### src/rtl/uart_tx_fifo.sv
// 8N1 UART transmitter fed by a circular byte FIFO; first start bit is driven one edge after a byte lands in an idle block.
// tx_ready drops when the FIFO holds FIFO_DEPTH bytes; frames leave back-to-back while bytes remain buffered.
module uart_tx_fifo #(
    parameter int CLK_FREQ   = 50_000_000,
    parameter int BAUD       = 9600,
    parameter int FIFO_DEPTH = 16
) (
    input  logic                          clk,
    input  logic                          rst_n,
    input  logic [7:0]                    tx_data,
    input  logic                          tx_valid,
    output logic                          tx_ready,
    output logic                          tx,
    output logic                          busy,
    output logic [$clog2(FIFO_DEPTH):0]   fifo_count
);

    localparam int BAUD_CNT_MAX = CLK_FREQ / BAUD;
    localparam int CNT_W        = (BAUD_CNT_MAX > 1) ? $clog2(BAUD_CNT_MAX) : 1;
    localparam int PTR_W        = $clog2(FIFO_DEPTH);

    localparam logic [CNT_W-1:0] BAUD_LAST = CNT_W'(BAUD_CNT_MAX - 1);
    localparam logic [PTR_W:0]   FULL_CNT  = (PTR_W + 1)'(FIFO_DEPTH);

    typedef enum logic [1:0] {
        ST_IDLE,
        ST_START,
        ST_DATA,
        ST_STOP
    } state_t;

    state_t             state_q, state_d;
    logic [CNT_W-1:0]   baud_cnt_q, baud_cnt_d;
    logic [2:0]         bit_idx_q, bit_idx_d;
    logic [7:0]         shift_q, shift_d;
    logic [PTR_W-1:0]   wr_ptr_q, wr_ptr_d;
    logic [PTR_W-1:0]   rd_ptr_q, rd_ptr_d;
    logic [PTR_W:0]     count_q, count_d;
    logic               tx_q, tx_d;
    logic [7:0]         mem_q [FIFO_DEPTH];

    logic               push;
    logic               pop;
    logic               baud_end;
    logic               not_empty;

    always_comb begin
        push       = tx_valid && (count_q != FULL_CNT);
        not_empty  = (count_q != '0);
        baud_end   = (baud_cnt_q == BAUD_LAST);

        state_d    = state_q;
        baud_cnt_d = baud_end ? '0 : baud_cnt_q + CNT_W'(1);
        bit_idx_d  = bit_idx_q;
        shift_d    = shift_q;
        pop        = 1'b0;

        case (state_q)
            ST_IDLE: begin
                baud_cnt_d = '0;
                if (not_empty) begin
                    pop       = 1'b1;
                    shift_d   = mem_q[rd_ptr_q];
                    bit_idx_d = '0;
                    state_d   = ST_START;
                end
            end
            ST_START: begin
                if (baud_end) begin
                    state_d = ST_DATA;
                end
            end
            ST_DATA: begin
                if (baud_end) begin
                    shift_d   = {1'b0, shift_q[7:1]};
                    bit_idx_d = bit_idx_q + 3'd1;
                    if (bit_idx_q == 3'd7) begin
                        state_d = ST_STOP;
                    end
                end
            end
            ST_STOP: begin
                if (baud_end) begin
                    // Reload straight into START so consecutive frames have no idle gap.
                    if (not_empty) begin
                        pop       = 1'b1;
                        shift_d   = mem_q[rd_ptr_q];
                        bit_idx_d = '0;
                        state_d   = ST_START;
                    end else begin
                        state_d   = ST_IDLE;
                    end
                end
            end
            default: begin
                state_d = ST_IDLE;
            end
        endcase

        wr_ptr_d = push ? wr_ptr_q + PTR_W'(1) : wr_ptr_q;
        rd_ptr_d = pop  ? rd_ptr_q + PTR_W'(1) : rd_ptr_q;

        case ({push, pop})
            2'b10:   count_d = count_q + (PTR_W + 1)'(1);
            2'b01:   count_d = count_q - (PTR_W + 1)'(1);
            default: count_d = count_q;
        endcase

        // Line level follows the state being entered so tx changes on the same edge as the FSM.
        case (state_d)
            ST_START: tx_d = 1'b0;
            ST_DATA:  tx_d = shift_d[0];
            default:  tx_d = 1'b1;
        endcase
    end

    always_ff @(posedge clk) begin
        if (!rst_n) begin
            state_q    <= ST_IDLE;
            baud_cnt_q <= '0;
            bit_idx_q  <= '0;
            shift_q    <= '0;
            wr_ptr_q   <= '0;
            rd_ptr_q   <= '0;
            count_q    <= '0;
            tx_q       <= 1'b1;
        end else begin
            state_q    <= state_d;
            baud_cnt_q <= baud_cnt_d;
            bit_idx_q  <= bit_idx_d;
            shift_q    <= shift_d;
            wr_ptr_q   <= wr_ptr_d;
            rd_ptr_q   <= rd_ptr_d;
            count_q    <= count_d;
            tx_q       <= tx_d;
        end
    end

    always_ff @(posedge clk) begin
        if (rst_n && push) begin
            mem_q[wr_ptr_q] <= tx_data;
        end
    end

    assign tx_ready   = (count_q != FULL_CNT);
    assign tx         = tx_q;
    assign busy       = (state_q != ST_IDLE);
    assign fifo_count = count_q;

endmodule

### config.mk
export PLATFORM = sky130hd
export DESIGN_NAME = uart_tx_fifo
export DESIGN_NICKNAME = d
export VERILOG_FILES = /design/src/rtl/uart_tx_fifo.sv
export SDC_FILE = /design/constraint.sdc
export NUM_CORES = 1
export LEC_CHECK = 0
export CAP_MARGIN = 10
export CORE_ASPECT_RATIO = 1.25
export CORE_MARGIN = 2
export CORE_UTILIZATION = 45
export CTS_CLUSTER_DIAMETER = 30
export DETAILED_ROUTE_END_ITERATION = 10
export DONT_BUFFER_PORTS = 1
export GPL_TIMING_DRIVEN = 0
export HOLD_SLACK_MARGIN = 0.06
export PLACE_DENSITY = 0.65
export SLEW_MARGIN = 20
export SYNTH_ARGS = -nofsm -noshare
export SYNTH_HDL_FRONTEND = slang
export SYNTH_SLANG_ARGS = --single-unit
### constraint.sdc
create_clock -name clk -period 3 [get_ports clk]
set_input_delay 0.3 -clock clk [delete_from_list [all_inputs] [get_ports clk]]
set_output_delay 0.3 -clock clk [all_outputs]
set_load 0.03 [all_outputs]
* Word-level counts from Yosys, hierarchy flattened
Memory sizes are Yosys's and may differ from the RTL's. A register that Yosys moved wholly into a read port is not among the register bits. Index checks and enable logic that the tools add are counted.
Operators by class: reduce and logical (&&, ||, !) cells 9, muxes and demuxes 24, add/sub/neg operators 6, equal/unequal tests 12, bitwise gates (word level) 1
Operators by type and width (number):
- two-way mux 8 bit | 3
- one-hot mux 8 bit (3 select lines) | 1
- adder 13 x 1 -> 13 bit (second input constant) | 1
- == test 13 bit (second input constant) | 1
- two-way mux 2 bit | 5
- one-hot mux 5 bit (2 select lines) | 1
- two-way mux 3 bit | 3
- one-hot mux 3 bit (3 select lines) | 1
- adder 4 x 1 -> 4 bit (second input constant) | 2
- == test 2 bit (second input constant) | 4
- two-way mux 4 bit | 2
- one-hot mux 2 bit (4 select lines) | 1
- == test 2 x 1 -> 1 bit (second input constant) | 3
- adder 5 x 1 -> 5 bit (second input constant) | 1
- two-way mux 1 bit | 5
- != test 5 bit (second input constant) | 1
- nonzero test 5 bit | 1
- subtractor 5 x 1 -> 5 bit (second input constant) | 1
- != test 2 bit (second input constant) | 2
- one-hot mux 1 bit (2 select lines) | 2
- nonzero test 2 bit | 2
- adder 3 x 1 -> 3 bit (second input constant) | 1
- == test 3 bit (second input constant) | 1
- AND reduction 3 bit | 1
- 5 further kinds | 6
Word-level totals: word-level logic and storage cells 62, memories 1, flip-flop bits (word level) 40, input port bits 11, bits in writable memories 128
Memory list:
- mem_q | words 16, width 8, rd ports 1, clocked after memory_dff 1, wr ports 1, RTL line 40 | logic [7:0] mem_q [FIFO_DEPTH];

* Depth between registers and ports, before layout
depth after elaboration 6, gate-level depth with buffers 15

* Least setup slack after synthesis
No wires, ideal clock.
path kind reg2reg, start point reg count_q[1], in the netlist fifo_count[1], end point reg count_q[4], in the netlist fifo_count[4], data arrival time 3138 ps, cell stages (with the launch flop) 16, data required time 2885 ps, path slack -253 ps, buffers on the path 3, clock period less this slack 3253 ps, cell sequence dfxtp_1 buf_2 nor4_2 nor2b_1 buf_2 nor3_4 ha_1 clkbuf_1 xor2_1 ha_1 a21o_1 a22oi_1 o41a_1 a311oi_2 xor2_1 and2_1
On the way: word-level cells in the longest chain between the ends 6, elaborated cells on any way between the ends 12, classes of those cells 2 x add/sub; 3 x eq/ne; 4 x mux; 3 x reduce/logical
RTL lines:
- from (decl) | RTL line 38 | logic [PTR_W:0] count_q, count_d;
- from (signal assigned) | RTL line 134 | count_q <= count_d;
- nonzero test 5 bit (*) | RTL line 49 | not_empty = (count_q != '0);
- two-way mux 1 bit (*) | RTL line 61, 85
- two-way mux 1 bit | RTL line 83 | if (baud_end) begin
- one-hot mux 1 bit (2 select lines) (*) | RTL line 58 | case (state_q)
- via pop | RTL line 43 | logic pop;
- == test 2 x 1 -> 1 bit / == test 2 bit (equally long branches) | RTL line 103 | case ({push, pop})
- one-hot mux 5 bit (2 select lines) / nonzero test 2 bit (equally long branches)
The timed path passes the listed nets; every way through them passes the cells marked *. A chain may end at the register's enable or synchronous reset.

* Worst setup path in the final report
Ends and elaborated chain as after synthesis.

==> summary.md <==
| Metric | Value |
|---|---|
| Status | finished clean |
| Min-Delay Path Class | in2reg |
| Vias in the first global route | 4207 |
| Max Cap Viol | 0 |
| Post-synth EDFFs | 128 |
| Most frequent CP cell | buf_8 |
| CP max stage cell | dfxtp_4 |
| Total CTS buffers | 17 |
| Critical path type | reg2reg |
| Final min period | 2.86 ns |
| Yosys warns | 0 |
| Main combinational cell family by area after synthesis | multiplexers |
| N_diodes | 0 |
| Multiplexer share of the synthesized area | 0.129 |
| Core Util, Final | 0.523 |
| CP Buf/Inv Count | 3 |
| CTS tree | built |
| Worst hold slack | 0.367 ns |
| Drt pass-1 iters | 5 |
| Worst Path Arrival | 3.18 ns |
| Post-synthesis average cell area | 15.7 um2 |
| Sequential area share after synthesis | 0.649 |
| Die Span Y | 146 um |
| Commonest non-fill, non-tap cell in the layout | edfxtp_1 |
| Reg clk slew, reported paths | 0.06 ns |
| Die area | 17200 um2 |
| PortBufs | 0 |
| Final setup vio count | 0 |
| Req. time, crit path | 3.32 ns |
| Area Overhead vs Synth | 15.0% |
| Async SR Flop Fraction | 0 |
| Xor/xnor share of the synthesized area | 0.0241 |
| CP delay by family, top | simple AND/OR/NAND/NOR gates |
| Crit path cell chain | buf_8 > nor4_4 > nor2b_4 > buf_6 > nor3_4 > ha_4 > buf_8 > xor2_2 > ha_2 > a21o_1 > a22oi_2 > o41a_1 > a311oi_2 > xor2_1 > and2_1 |
| Pwr dens | 850 nW/um2 |
| Adder-Cell Fraction of Synth Area | 0.0275 |
| CP max FO | 10 |
| DRC violation total after the first TritonRoute iteration | 286 |
| Root Driver | clkbuf_16 |
| Die width | 118 um |
| Worst-Margin Slew | 1.13 ns |
| H-tree Lvls | 4 |
| Pleak | 2.69 nW |
| Via count | 4033 |
| Synthesized Nets | 492 |
| WL per Instance | 20.4 um |
| Core area | 16000 um2 |
| Crit start category | register |
| WL final | 14800 um |
| DRC Markers | 0 |
| Final nets | 523 |
| Main flop type after synthesis | edfxtp_1 |
| Final period util | 0.953 |
| I/O pin cnt | 19 |
| Commonest non-fill, non-tap cells in the layout | edfxtp_1 (128), nor2_1 (40), mux4_2 (38), dfxtp_1 (35), nand2_1 (21) |
| Global Route Usage Sum | 0.180 |
| Share of layout cells above drive strength 1 | 0.236 |
| Slew Viols, Final | 0 |
| VDD IR max | 0.445 mV |
| Slew margin rel. | 0.242 |
| Final setup skew | 0.0104 ns |
| GPL Wtd Cong | 0.788 |
| Initial core utilization | 0.455 |
| Post-Syn Area | 7280 um2 |
| Maximum clock frequency | 350 MHz |
| Vias/cell | 5.56 |
| CTS sink count | 172 |
| CP Capture Type | register |
| Distinct cells, synth | 57 |
| Delay of the slowest critical-path stage | 0.38 ns |
| Global-route wire length before repair | 23100 um |
| Post-synthesis simple-gate area fraction | 0.0975 |
| Row cnt | 52 |
| GRT overflow | 0 |
| RSZ-0062 raised after global routing | yes |
| Syn Inst Count | 465 |
| Area fraction in compound gates after synthesis | 0.0538 |
| Antenna Violating Nets Remaining | 0 |
| Clock Latency Late Sink | 0.42 ns |
| Hold Fails Final Rpt | 0 |
| Count of state elements after synthesis | 172 |
| Largest net degree at the start of global routing | 17 |
| Max Root-Sink Buffers | 2 |
| DP HPWL | 9510 um |
| Antenna violations before repair | 0 |
==> path summary, 6_finish.rpt <==
check	from	to	slack [ns]	cells after the start
hold / removal	tx_valid	fifo_count[2]$_SDFFE_PN0P_	0.37	6
setup reg to reg	fifo_count[1]$_SDFFE_PN0P_	fifo_count[4]$_SDFFE_PN0P_	0.14	15
hold reg to reg	baud_cnt_q[0]$_SDFF_PP0_	baud_cnt_q[0]$_SDFF_PP0_	0.46	1
setup / recovery	fifo_count[1]$_SDFFE_PN0P_	fifo_count[4]$_SDFFE_PN0P_	0.14	15
==> what timing repair did <==
action / CTS / global route
resized for setup: 9 / 23
cloned: 0 / 0
buffers inserted: 3 / 1
setup endpoints to repair: 3 / 3
pin swaps: 3 / 7
hold buffers: 8 / 0
endpoints found under the hold margin: 128 / 0
==> flip-flops by register name, indices dropped and copies added, names as in the netlist, named ones only <==
register    flops
shift_q         8
mem_q         128
state_q         2
bit_idx_q       3
fifo_count      5
baud_cnt_q     13
tx              1
rd_ptr_q        4
wr_ptr_q        4
==> cells in the mapped netlist, types with 7 or more instances <==
cell / count / area, um2
mux4_2: 38 / 856
nand3_1: 7 / 35.0
xnor2_1: 10 / 87.6
and2_1: 13 / 81.3
xor2_1: 10 / 87.6
nand2_1: 21 / 78.8
o21ai_0: 7 / 35.0
buf_2: 7 / 35.0
inv_1: 9 / 33.8
clkbuf_1: 12 / 45.0
nand4_1: 7 / 43.8
dfxtp_1: 44 / 881
a21oi_1: 12 / 60.1
nor2b_1: 13 / 81.3
a22oi_1: 9 / 67.6
nor2_1: 41 / 154
edfxtp_1: 128 / 3840
ha_1: 16 / 200
==> through the flow <==
| step | total power [W] | setup slack (ns) | area (um2) | setup TNS (ns) | cells |
|---|---|---|---|---|---|
| global placement | 0.00467 | -0.270 | 7570 | -0.448 | 681 |
| floorplan | 0.00434 | 0.00513 | 7300 | 0 | 465 |
| detailed placement | 0.00474 | -0.351 | 7570 | -0.715 | 681 |
| global route | 0.00742 | -0.0274 | 8370 | -0.0274 | 725 |
| finish | 0.00711 | 0.140 | 8370 | 0 | 725 |
| CTS | 0.00702 | 0.00684 | 8290 | 0 | 724 |
==> final cells by class <==
type                       instances  area, um2
buffer                            22        149
clock buffer                      17        425
clock inverter                    15        159
fill                            1350       7630
inverter                           9       33.8
multi-input combinational        262       2480
sequential                       172       4740
tap                              216        270
timing repair buffer              12        110
==> routing by layer <==
layer | wire [um] | global-route usage | vias up | share of wire
met5 | 0 | 0 | - | 0
met4 | 311 | 0.0843 | 0 | 0.021
met3 | 536 | 0.0383 | 15 | 0.036
met2 | 7860 | 0.315 | 100 | 0.53
met1 | 6100 | 0.211 | 2063 | 0.41
li1 | - | - | 1855 | -
==> worst register-to-register path: cells and delay by family, from the launching register on <==
family | cells | cell delay [ns]
fa+ha+maj | 2 | 0.36
simple gates | 4 | 0.78
flops | 1 | 0.38
buf+inv | 3 | 0.39
xor+xnor | 2 | 0.29
compound gates | 4 | 0.57
==> power by group <==
group	switching, W	internal [W]
clock	0.000929	0.00124
sequential	0.000197	0.00271
combinational	0.00109	0.000952
total	0.00222	0.00490
==> cells by family (layout without fill, tap and decap cells) <==
group,after synthesis,count (layout)
AOI/OAI and AO/OA,52,52
xor gates and xnor gates,20,20
adders and majority gates,16,16
buffers and inverters,31,75
DFF,172,172
muxes,46,46
and+or+nand+nor,128,128
Note: power is estimated with default switching activity, not from simulation.
